===== config.mk =====
export PLATFORM = sky130hd
export DESIGN_NAME = int_source_ctrl
export DESIGN_NICKNAME = d
export VERILOG_FILES = /design/src/rtl/int_source_ctrl.sv
export SDC_FILE = /design/constraint.sdc
export NUM_CORES = 1
export LEC_CHECK = 0
export ABC_AREA = 1
export BUFFER_PORTS_ARGS = -buffer_cell sky130_fd_sc_hd__buf_2
export CAP_MARGIN = 30
export CORE_ASPECT_RATIO = 1.4
export CORE_MARGIN = 1.5
export CORE_UTILIZATION = 45
export DETAILED_ROUTE_END_ITERATION = 8
export GPL_TIMING_DRIVEN = 0
export PLACE_DENSITY = 0.7
export SYNTH_ARGS = -nofsm -noshare
export SYNTH_HDL_FRONTEND = slang
export SYNTH_SLANG_ARGS = --single-unit

===== constraint.sdc =====
create_clock -name clk -period 3.75 [get_ports clk]
set_input_delay 0.75 -clock clk [delete_from_list [all_inputs] [get_ports clk]]
set_output_delay 0.75 -clock clk [all_outputs]
set_load 0.005 [all_outputs]

===== src/rtl/int_source_ctrl.sv =====
// +--------------------------------------------------------------------------+
// | int_source_ctrl: latches edge/level peripheral interrupt requests, masks |
// | them with per-source enables and presents the lowest-index winner        |
// | through a CLAIM/COMPLETE register handshake.                             |
// | Optional macro INT_SRC_SYNC_EN adds a 2-flop input synchronizer.         |
// | Revision: 1.0                                                            |
// +--------------------------------------------------------------------------+
`default_nettype none

module int_source_ctrl #(
  parameter int NUM_SRC = 14,
  parameter int ID_W    = 4
) (
  input  logic               clk,
  input  logic               rst,
  input  logic [NUM_SRC-1:0] irq_src_i,
  input  logic               we_i,
  input  logic [7:0]         waddr_i,
  input  logic [31:0]        wdata_i,
  input  logic               re_i,
  input  logic [7:0]         raddr_i,
  output logic [31:0]        rdata_o,
  output logic [NUM_SRC-1:0] int_flag_o
);

  localparam logic [0:0] S_IDLE    = 1'b0;
  localparam logic [0:0] S_CLAIMED = 1'b1;

  localparam logic [7:0] A_PENDING = 8'h00;
  localparam logic [7:0] A_ENABLE  = 8'h04;
  localparam logic [7:0] A_TRIGGER = 8'h08;
  localparam logic [7:0] A_CLAIM   = 8'h0C;

  logic [0:0]         state_q, state_d;
  logic [NUM_SRC-1:0] src_q, src_d;
  logic [NUM_SRC-1:0] src_prev_q, src_prev_d;
  logic [NUM_SRC-1:0] pending_q, pending_d;
  logic [NUM_SRC-1:0] enable_q, enable_d;
  logic [NUM_SRC-1:0] trigger_q, trigger_d;
  logic [ID_W-1:0]    in_service_q, in_service_d;
  logic [NUM_SRC-1:0] int_flag_q, int_flag_d;

  logic [NUM_SRC-1:0] req;
  logic [NUM_SRC-1:0] onehot_best;
  logic [NUM_SRC-1:0] rise;
  logic [NUM_SRC-1:0] clr;
  logic [ID_W-1:0]    best_idx;
  logic [ID_W-1:0]    best_id;
  logic               best_vld;
  logic               claim_rd;
  logic               claim_fire;
  logic               complete_wr;
  logic               w1c_wr;
  logic               unused_wdata;

  assign unused_wdata = ^wdata_i[31:NUM_SRC];

`ifdef INT_SRC_SYNC_EN
  logic [NUM_SRC-1:0] sync1_q, sync2_q;

  always_ff @(posedge clk or posedge rst) begin
    if (rst) begin
      sync1_q <= '0;
      sync2_q <= '0;
    end else begin
      sync1_q <= irq_src_i;
      sync2_q <= sync1_q;
    end
  end

  assign src_d = sync2_q;
`else
  assign src_d = irq_src_i;
`endif

  assign src_prev_d = src_q;

  // Descending scan so the lowest set index is the last one written.
  always_comb begin
    req      = pending_q & enable_q;
    best_vld = 1'b0;
    best_idx = '0;
    for (int i = NUM_SRC - 1; i >= 0; i--) begin
      if (req[i]) begin
        best_vld = 1'b1;
        best_idx = ID_W'(i);
      end
    end
  end

  assign best_id     = best_vld ? best_idx + ID_W'(1) : '0;
  assign onehot_best = best_vld ? (NUM_SRC'(1) << best_idx) : '0;

  assign claim_rd    = re_i && (raddr_i == A_CLAIM);
  assign claim_fire  = claim_rd && (state_q == S_IDLE) && best_vld;
  assign complete_wr = we_i && (waddr_i == A_CLAIM) && (state_q == S_CLAIMED) &&
                       (wdata_i[ID_W-1:0] == in_service_q);
  assign w1c_wr      = we_i && (waddr_i == A_PENDING);

  // Clears are applied before the new edge is OR'd in, so a coincident edge wins.
  always_comb begin
    rise      = src_q & ~src_prev_q;
    clr       = (w1c_wr ? wdata_i[NUM_SRC-1:0] : '0) | (claim_fire ? onehot_best : '0);
    pending_d = (trigger_q & ((pending_q & ~clr) | rise)) | (~trigger_q & src_q);
    enable_d  = (we_i && waddr_i == A_ENABLE)  ? wdata_i[NUM_SRC-1:0] : enable_q;
    trigger_d = (we_i && waddr_i == A_TRIGGER) ? wdata_i[NUM_SRC-1:0] : trigger_q;
    in_service_d = in_service_q;
    if (claim_fire) begin
      in_service_d = best_id;
    end else if (complete_wr) begin
      in_service_d = '0;
    end
  end

  always_ff @(posedge clk or posedge rst) begin
    if (rst) begin
      state_q <= S_IDLE;
    end else begin
      state_q <= state_d;
    end
  end

  always_comb begin
    state_d = state_q;
    case (state_q)
      S_IDLE:    if (claim_fire)  state_d = S_CLAIMED;
      S_CLAIMED: if (complete_wr) state_d = S_IDLE;
      default:   state_d = S_IDLE;
    endcase
  end

  always_comb begin
    int_flag_d = '0;
    if (state_q == S_IDLE && !claim_fire) begin
      int_flag_d = onehot_best;
    end
    rdata_o = '0;
    case (raddr_i)
      A_PENDING: rdata_o = {{(32-NUM_SRC){1'b0}}, pending_q};
      A_ENABLE:  rdata_o = {{(32-NUM_SRC){1'b0}}, enable_q};
      A_TRIGGER: rdata_o = {{(32-NUM_SRC){1'b0}}, trigger_q};
      A_CLAIM:   rdata_o = (state_q == S_IDLE) ? {{(32-ID_W){1'b0}}, best_id} : '0;
      default:   rdata_o = '0;
    endcase
  end

  always_ff @(posedge clk or posedge rst) begin
    if (rst) begin
      src_q        <= '0;
      src_prev_q   <= '0;
      pending_q    <= '0;
      enable_q     <= '0;
      trigger_q    <= '0;
      in_service_q <= '0;
      int_flag_q   <= '0;
    end else begin
      src_q        <= src_d;
      src_prev_q   <= src_prev_d;
      pending_q    <= pending_d;
      enable_q     <= enable_d;
      trigger_q    <= trigger_d;
      in_service_q <= in_service_d;
      int_flag_q   <= int_flag_d;
    end
  end

  assign int_flag_o = int_flag_q;

endmodule

`default_nettype wire


==> flow_summary.yaml, run 1 <==
pwr:
  switching_share_pct: 25.05
  part_of_the_total_power_dissipated_in_the_clock_network_pct: 41.7
  p_leak_uw: 0.002596
  power.share.sequential_pct: 48.3
  power.density_cell_area_nw_per_um2: 428.2
  intPower_uw: 1601
  max-vdd-ir-drop_v: 0.0003282
  power_uw: 2136
  power.combinational.fraction_pct: 9.9
  p_sw_uw: 535.1
clock_tree:
  numCtsBuffers: 9
  post_cts_hold_buffer_count: 0
  cts_max_level: 3
  cts_root_buf: "sky130_fd_sc_hd__clkbuf_16"
  clk_latency_ps: 340
  clkSinkCount: 89
  cts_tree: "built"
  cts_resized: 0
  postCtsSetupBuffers: 0
  cts_buffer_depth: 2
  clk_pin_slew_ps: 60
critical_path:
  worst-path-stages: 21
  r2r_depth: 21
  worstPathRequired_ps: 3000
  path_common_cell: "sky130_fd_sc_hd__nand2_1"
  worst_r2r_endpoint: "pending_q[5]"
  rrSetupSlack_ps: 1500
  crit-reg2reg-launch: "pending_q[12]"
  worst_ep_arrival_time_ps: 2640
  crit_path_start_kind: "flop"
  path_max_fanout: 4
  crit_family: "simple AND/OR/NAND/NOR gates"
  criticalPathCategory: "reg2out"
  crit_path_cell_trace: "nand2_1, inv_1, nand2_1, nand2_1, nand2_1, nand2_1, nand2_1, nand2_1, nand2_1, nand2_1, nand2_1, nand2_1, nand2_1, nand2_1, nand2_1, inv_2, ha_1, ha_1, inv_1, o21ai_0, buf_2"
  cp_slowest_stage_delay_ps: 400
  critPathCaptureType: "output pin"
  cp.buffers_inverters: 4
  timing.critical_path.slowest_stage_cell: "sky130_fd_sc_hd__dfrtp_1"
timing:
  fin_crit_ps: 3386
  timing.final.max_slew_violations: 0
  unrepaired_setup_endpoints_after_global_routing: "false"
  final.period_utilization_pct: 90.29
  timing_worst_slew_pin_value_ps: 666.8
  final.setup_skew_ps: 6.642
  max_slew_margin_pct: 55.20
  finalSetupViolCount: 0
  hold_viol_final: 0
  fmax_mhz: 295.4
logic_synthesis:
  synth.area.top_cells: "sky130_fd_sc_hd__dfrtp_1 (54%), sky130_fd_sc_hd__nand2_1 (14%), sky130_fd_sc_hd__nor2_1 (3.9%), sky130_fd_sc_hd__o21ai_1 (3.7%), sky130_fd_sc_hd__buf_4 (3.3%)"
  async_flop_share_pct: 100.0
  synth.lib_cells_used.distinct: 35
  ys_top_cells_by_count: "sky130_fd_sc_hd__nand2_1 (151), sky130_fd_sc_hd__dfrtp_1 (89), sky130_fd_sc_hd__nor2_1 (42), sky130_fd_sc_hd__o21ai_1 (30), sky130_fd_sc_hd__inv_1 (28)"
  synth_top_area_share_pct: 54.47
  synthesis.yosys.warnings: 0
  post_synthesis_register_bit_count: 89
  netlist_area_sq_um: 4089
  synthMostInstantiatedCell: "sky130_fd_sc_hd__nand2_1"
  synth_enable_flop_cells: 0
  synth_sequential_area_ratio_pct: 54.47
  postSynthAreaPerCell_sq_um: 8.756
  synthFlopType: "sky130_fd_sc_hd__dfrtp_1"
  yosysTopAreaCell: "sky130_fd_sc_hd__dfrtp_1"
  postSynthCellCount: 467
placement:
  detailed_place.area_sq_um: 4692
  place_hpwl_mm: 7.208
  buffer_ports.inserted: 75
  gp_congestion: 0.9193
layout:
  finalCoreUtilization_pct: 55.89
  fill_cells: 816
  area.growth.synth_to_final_pct: 22.00
  final_cell_area_sq_um: 4989
  seqCellArea_sq_um: 2227
  final_net_count: 643
  multiInputGateArea_sq_um: 1595
  final_layout_size_suffix_gt1_share_pct: 24.13
  insertedDiodeCount: 0
global_routing:
  gr-usage-all-layers_pct: 21.34
  antenna_found_initial: 0
  grt_pass1_vias: 3378
  grt_pass1_wl_mm: 16.12
  grt_start_max_net_pins: 76
  grt-ovfl-total: 0
floorplanning:
  die_h_um: 115.8
  initial_utilization_pct: 45.81
  floorplan.core_area_sq_um: 8926
  design.portCount: 112
  rows: 41
  die_width_um: 83.56
  die_area_sq_um: 9675
detailed_routing:
  number_of_vias_in_the_routed_layout: 3453
  route.detailed.wl_per_inst_um: 14.14
  drt_iter0_markers: 203
  routed_wl_mm: 9.659
  final_antenna_net_count: 0
  route.detailed.drc: 0
  via_per_instance_ratio: 5.056
  first_pass_iters: 4
run_status:
  outcome: "finished, final reports clean"
hold_path:
  hold_path.class: "in2async"
flow_run:
  max_cap_viol_count: 0
[worst max path at each step]
stage,startpoint,endpoint,slack [ps]
6_report,enable_q[13],rdata_o[2],360
5_1_grt,enable_q[13],rdata_o[2],150
4_1_cts,enable_q[13],rdata_o[2],360
3_5_place_dp,raddr_i[5],rdata_o[10],510
3_3_place_gp,rst,int_flag_o[1],-200
2_1_floorplan,rst,enable_q[0],690
[cells in the final DEF, fill, tap and decap left out, drive strengths merged]
master | netlist | layout
nor4 | 5 | 5
a22o | 4 | 4
nand3 | 14 | 14
or2 | 1 | 1
nand4 | 2 | 2
o21ai | 48 | 48
conb | 1 | 18
dfrtp | 89 | 89
clkbuf | 8 | 17
and2 | 1 | 1
a21oi | 6 | 6
ha | 6 | 6
bufinv | 0 | 1
buf | 20 | 96
inv | 37 | 37
nand2 | 154 | 154
clkinvlp | 0 | 3
o211ai | 14 | 14
xnor2 | 2 | 2
nand3b | 1 | 1
nor3 | 4 | 4
o21bai | 1 | 1
xor2 | 2 | 2
clkinv | 0 | 3
nor3b | 1 | 1
nor2 | 46 | 46
[cell families (layout without fill, tap and decap cells)]
kind of cell | after synthesis | count (layout) | share of synthesized area (%)
adders and majority gates | 6 | 6 | 1.836
buffers and inverters | 65 | 157 | 8.078
DFF | 89 | 89 | 54.47
and+or+nand+nor | 229 | 229 | 23.90
xor gates and xnor gates | 4 | 4 | 0.8569
AOI/OAI and AO/OA | 73 | 73 | 10.77
other | 1 | 18 | 0.09171
[power by group through the flow]
| stage | Combinational (uW) | Sequential, uW | Clock, uW |
|---|---|---|---|
| 2_1_floorplan | 142 | 1040 | 0 |
| 3_3_place_gp | 204 | 1050 | 0 |
| 3_5_place_dp | 213 | 1050 | 0 |
| 4_1_cts | 215 | 1030 | 899 |
| 5_1_grt | 241 | 1040 | 941 |
| 6_report | 212 | 1030 | 891 |
[state kept, by name, indices dropped and copies added (netlist names)]
signal	flops
enable_q	14
in_service_q	4
int_flag_o	14
pending_q	14
src_prev_d	14
src_prev_q	14
state_q	1
trigger_q	14
[cell type report]
cell class,count,share of cell area [%]
plain buffers,28,3.837
clock buffers,9,4.515
clock inverters,7,1.430
inverters,37,2.834
multi-input cells,330,31.98
flip-flops and latches,89,44.65
well taps,107,2.684
repair buffers,76,8.076
[through the flow]
stage	worst slack (ps)	hold slack [ps]	setup TNS [ps]	instances
global placement	-199.2	361.5	-17340	666
global route	145.2	343.5	0	683
finish	364.3	326.2	0	683
CTS	356.5	330.4	0	683
floorplan	693.1	354.0	0	484
detailed placement	508.9	362.9	0	667
[routing by layer]
| metal | GRT usage [%] | up-vias | share of wire (%) |
|---|---|---|---|
| met2 | 37.04 | 106 | 52 |
| met3 | 3.775 | 22 | 4.8 |
| met4 | 11.04 | 0 | 2.8 |
| met5 | 0 | - | 0 |
| li1 | - | 1675 | - |
| met1 | 25.58 | 1650 | 40 |
Power figures use the tool's default switching activity.
==> run 2, diff against run 1 <==
- CORE_MARGIN: 1.5 -> 3
==> flow_summary.yaml, run 2 (synthesis gave the netlist of run 1 again) <==
timing:
  fin_crit_ps: 3400
  final.period_utilization_pct: 90.66
  final.setup_skew_ps: 9.402
  fmax_mhz: 294.1
  max_slew_margin_pct: 58.69
  hold_viol_final: 0
  timing.final.max_slew_violations: 0
  unrepaired_setup_endpoints_after_global_routing: "false"
  timing_worst_slew_pin_value_ps: 614.9
  finalSetupViolCount: 0
  setup_tns_ps: 0
global_routing:
  globalRoute.busiestLayer: "met2"
  antenna_found_initial: 0
  grt-ovfl-total: 0
  use_met1_pct: 24.01
  grt_pass1_wl_mm: 15.82
  grt_pass1_vias: 3418
  global_route.usage.met2_pct: 32.61
  gr-usage-all-layers_pct: 19.89
  grt_start_max_net_pins: 75
  grt.met3_usage_pct: 4.324
critical_path:
  worstSetupStartpoint: "enable_q[13]"
  path_max_fanout: 4
  worst_ep_arrival_time_ps: 2650
  worstPathRequired_ps: 3000
  crit-reg2reg-launch: "pending_q[12]"
  critPathCaptureType: "output pin"
  crit_path_start_kind: "flop"
  criticalPathCategory: "reg2out"
clock_tree:
  cts_resized: 0
  clkSinkCount: 89
  clk_latency_ps: 340
  numCtsBuffers: 9
  cts_buffer_depth: 2
  cts_max_level: 3
  cts_root_buf: "sky130_fd_sc_hd__clkbuf_16"
  cts_tree: "built"
  postCtsSetupBuffers: 0
  post_cts_hold_buffer_count: 0
  clk_pin_slew_ps: 60
layout:
  mostFrequentLayoutCells: "sky130_fd_sc_hd__nand2_1 (151), sky130_fd_sc_hd__dfrtp_1 (89), sky130_fd_sc_hd__buf_2 (75), sky130_fd_sc_hd__nor2_1 (42), sky130_fd_sc_hd__o21ai_1 (30)"
  final_common_cell: "sky130_fd_sc_hd__nand2_1"
  fill_cells: 804
  final_net_count: 643
  finish.cell_count_without_fillers: 681
  area.growth.synth_to_final_pct: 21.76
  multiInputGateArea_sq_um: 1595
  seqCellArea_sq_um: 2227
  finalCoreUtilization_pct: 57.17
  insertedDiodeCount: 0
  final_layout_size_suffix_gt1_share_pct: 23.78
  final_cell_area_sq_um: 4979
pwr:
  power.density_cell_area_nw_per_um2: 424.4
  power.share.sequential_pct: 48.9
  p_sw_uw: 510.6
  intPower_uw: 1602
  p_leak_uw: 0.002598
  part_of_the_total_power_dissipated_in_the_clock_network_pct: 41.1
  power.combinational.fraction_pct: 10.0
  power_uw: 2113
  switching_share_pct: 24.17
  max-vdd-ir-drop_v: 0.0002759
placement:
  place_hpwl_mm: 7.237
  dp_cells: 665
  buffer_ports.inserted: 75
  gp_congestion: 0.8970
  detailed_place.area_sq_um: 4690
floorplanning:
  die_width_um: 86.56
  die_h_um: 118.8
  floorplan.core_area_sq_um: 8708
  initial_utilization_pct: 46.95
  rows: 40
  die_area_sq_um: 10280
  design.portCount: 112
detailed_routing:
  drt_iter0_markers: 195
  route.detailed.drc: 0
  final_antenna_net_count: 0
  via_per_instance_ratio: 5.009
  first_pass_iters: 4
  route.detailed.wl_per_inst_um: 14.11
  routed_wl_mm: 9.610
  number_of_vias_in_the_routed_layout: 3411
run_status:
  outcome: "finished, final reports clean"
flow_run:
  max_cap_viol_count: 0
hold_path:
  hold_path.class: "in2async"
## run 2: worst max-delay path: stages, from the launching register on
cell and delay (ps):
sky130_fd_sc_hd__dfrtp_1 400, sky130_fd_sc_hd__nand2_1 90, sky130_fd_sc_hd__inv_1 40, sky130_fd_sc_hd__nand2_1 50, sky130_fd_sc_hd__nand2_1 50, sky130_fd_sc_hd__nand2_1 50
sky130_fd_sc_hd__nand2_1 40, sky130_fd_sc_hd__nand2_1 50, sky130_fd_sc_hd__nand2_1 50, sky130_fd_sc_hd__nand2_1 50, sky130_fd_sc_hd__nand2_1 40, sky130_fd_sc_hd__nand2_1 60
sky130_fd_sc_hd__nand2_1 50, sky130_fd_sc_hd__nand2_1 50, sky130_fd_sc_hd__nand2_1 60, sky130_fd_sc_hd__nand2_1 120, sky130_fd_sc_hd__inv_2 80, sky130_fd_sc_hd__ha_1 220
sky130_fd_sc_hd__ha_1 280, sky130_fd_sc_hd__inv_1 60, sky130_fd_sc_hd__o21ai_0 240, sky130_fd_sc_hd__buf_2 160
## run 2: final cells by class
cell class | instances | share of cell area [%]
flip-flops and latches | 89 | 44.73
multi-input cells | 330 | 32.04
repair buffers | 76 | 8.092
clock buffers | 11 | 4.675
plain buffers | 28 | 3.845
inverters | 37 | 2.840
well taps | 105 | 2.639
clock inverters | 5 | 1.131
## run 2: per-stage QoR
stage | worst slack, ps | hold WS (ps)
floorplan | 693.1 | 354.0
global placement | -224.7 | 361.4
detailed placement | 585.6 | 366.6
CTS | 365.6 | 336.0
global route | 192.2 | 352.3
finish | 350.3 | 332.7
## run 2: final timing paths
check | cells past startpoint | slack (ps) | end
worst max-delay path | 21 | 350 | rdata_o[2]
max in group asynchronous | 3 | 2810 | int_flag_o[1]
worst max register to register | 21 | 1500 | pending_q[9]
worst min-delay path | 2 | 330 | src_prev_d[6]
min in group clk | 0 | 380 | src_prev_q[4]
worst min register to register | 0 | 380 | src_prev_q[4]
## run 2: power by group through the flow
| stage | clock network, uW | logic [uW] | registers, uW |
|---|---|---|---|
| floorplan | 0 | 142 | 1040 |
| global placement | 0 | 203 | 1050 |
| detailed placement | 0 | 211 | 1050 |
| CTS | 889 | 214 | 1030 |
| global route | 925 | 242 | 1040 |
| finish | 868 | 212 | 1030 |
## run 2: layer usage
metal  up-vias  wire length (um)
met5         -                 0
met4         0               391
met3        29               662
met2        99              4810
met1      1614              3745
li1       1669                 -
==> run 3, diff against run 2 <==
- CELL_PAD_IN_SITES_DETAIL_PLACEMENT: default -> 0
- CELL_PAD_IN_SITES_GLOBAL_PLACEMENT: default -> 2
- CORE_UTILIZATION: 45 -> 30
- PLACE_DENSITY: 0.7 -> default
- PLACE_DENSITY_LB_ADDON: default -> 0.1
==> flow_summary.yaml, run 3 (synthesis gave the netlist of run 1 again) <==
clock_tree:
  post_cts_hold_buffer_count: 0
  cts_resized: 0
  numCtsBuffers: 9
  cts_tree: "built"
  postCtsSetupBuffers: 0
  clk_latency_ps: 340
  cts_buffer_depth: 2
  cts_max_level: 3
  clkSinkCount: 89
  clk_pin_slew_ps: 70
  cts_root_buf: "sky130_fd_sc_hd__clkbuf_16"
critical_path:
  path_max_fanout: 4
  crit_path_cell_trace: "nand2_1, inv_1, nand2_1, nand2_1, nand2_1, nand2_1, nand2_1, nand2_1, nand2_1, nand2_1, nand2_1, nand2_1, nand2_1, nand2_1, nand2_1, inv_2, ha_1, ha_1, inv_1, o21ai_0, buf_2"
  path_common_cell: "sky130_fd_sc_hd__nand2_1"
  worstPathRequired_ps: 3000
  critPathCaptureType: "output pin"
  cp_slowest_stage_delay_ps: 400
  worst_r2r_endpoint: "pending_q[11]"
  crit-reg2reg-launch: "pending_q[12]"
  rrSetupSlack_ps: 1470
  worstSetupStartpoint: "pending_q[13]"
  criticalPathCategory: "reg2out"
  timing.critical_path.slowest_stage_cell: "sky130_fd_sc_hd__dfrtp_1"
  worst_ep_arrival_time_ps: 2640
  crit_path_start_kind: "flop"
  r2r_depth: 20
hold_path:
  worstHoldEndpoint: "src_prev_q[1]"
  hp-start: "src_prev_d[1]"
  instance_count_along_the_most_critical_hold_path: 0
  hold_path.class: "reg2reg"
timing:
  final.setup_skew_ps: 9.125
  timing.final.max_slew_violations: 0
  finalSetupViolCount: 0
  final.period_utilization_pct: 90.30
  fmax_mhz: 295.3
  hold_viol_final: 0
  unrepaired_setup_endpoints_after_global_routing: "false"
  fin_crit_ps: 3386
  timing_worst_slew_pin_value_ps: 704.7
  max_slew_margin_pct: 53.02
  finalWorstSetupSlack_ps: 363.7
floorplanning:
  design.portCount: 112
  die_area_sq_um: 15090
  die_h_um: 144.1
  rows: 49
  floorplan.core_area_sq_um: 13120
  initial_utilization_pct: 31.17
  die_width_um: 104.7
global_routing:
  grt-ovfl-total: 0
  grt_start_max_net_pins: 47
  grt_pass1_vias: 3386
  antenna_found_initial: 0
  grt_pass1_wl_mm: 18.44
  gr-usage-all-layers_pct: 16.23
detailed_routing:
  route.detailed.wl_per_inst_um: 15.52
  via_per_instance_ratio: 4.416
  first_pass_iters: 4
  route.detailed.drc: 0
  number_of_vias_in_the_routed_layout: 3330
  routed_wl_mm: 11.71
  final_antenna_net_count: 0
  drt_iter0_markers: 185
placement:
  gp_congestion: 0.7874
  place_hpwl_mm: 8.905
  buffer_ports.inserted: 75
  dp_slack_ps: 452.0
  dp_cells: 738
pwr:
  power.density_cell_area_nw_per_um2: 414.8
  p_leak_uw: 0.002594
  max-vdd-ir-drop_v: 0.0002031
  power_uw: 2097
flow_run:
  max_cap_viol_count: 0
layout:
  fill_cells: 1436
  seqCellArea_sq_um: 2227
  insertedDiodeCount: 0
  mostFrequentLayoutCells: "sky130_fd_sc_hd__nand2_1 (151), sky130_fd_sc_hd__dfrtp_1 (89), sky130_fd_sc_hd__buf_2 (75), sky130_fd_sc_hd__nor2_1 (42), sky130_fd_sc_hd__o21ai_1 (30)"
  final_layout_size_suffix_gt1_share_pct: 23.96
  multiInputGateArea_sq_um: 1595
  final_common_cell: "sky130_fd_sc_hd__nand2_1"
  area.growth.synth_to_final_pct: 23.62
  finish.cell_count_without_fillers: 754
  final_net_count: 643
run_status:
  outcome: "finished, final reports clean"
run 3: cell count changes in the layout (fill, tap and decap cells not counted), sizes merged:
cell and change:
clkinv +1, bufinv -1
run 3: critical path: cells and delay by family (launching register included):
family                     cells  cell delay, ps
and+or+nand+nor               14             840
adders and majority gates      2             520
DFF                            1             400
AOI/OAI and AO/OA              1             200
buffers and inverters          4             330
run 3: per-stage QoR:
| stage | hold slack (ps) | setup TNS, ps | utilization [%] | cell area [sq um] |
|---|---|---|---|---|
| global route | 396.9 | 0 | 38.53 | 5055 |
| CTS | 382.5 | 0 | 38.53 | 5055 |
| detailed placement | 365.5 | 0 | 36.44 | 4781 |
| floorplan | 354.0 | 0 | - | 4153 |
| global placement | 360.5 | -35560 | 36.21 | 4751 |
| finish | 378.4 | 0 | 38.53 | 5055 |
run 3: final cells by class:
type                       instances  share of cell area [%]
clock inverter                     5                  0.6188
inverter                          37                   2.797
multi-input combinational        330                   31.56
buffer                            28                   3.787
sequential                        89                   44.06
tap                              178                   4.406
clock buffer                      11                   4.802
timing repair buffer              76                   7.970
run 3: worst max path at each step:
stage | to | slack (ps) | cells past startpoint
after floorplan | enable_q[0] | 690 | 1
after global placement | int_flag_o[1] | -410 | 2
after detailed placement | rdata_o[13] | 450 | 8
after CTS | rdata_o[2] | 330 | 21
after global routing | rdata_o[2] | 90 | 21
final | rdata_o[2] | 360 | 21
run 3: per-layer routing:
layer | vias up | GRT usage (%) | part of all wire, %
met5 | - | 0 | 0
met1 | 1574 | 19.46 | 41
li1 | 1668 | - | -
met4 | 0 | 5.529 | 1.4
met3 | 11 | 3.216 | 4.5
met2 | 77 | 29.24 | 53
run 3: where the power goes:
group	leakage (uW)	switching [uW]	internal (uW)
combinational	0.00132	134	82.7
sequential	0.00114	28.4	1000
clock	0.000135	383	465
total	0.00259	545	1550
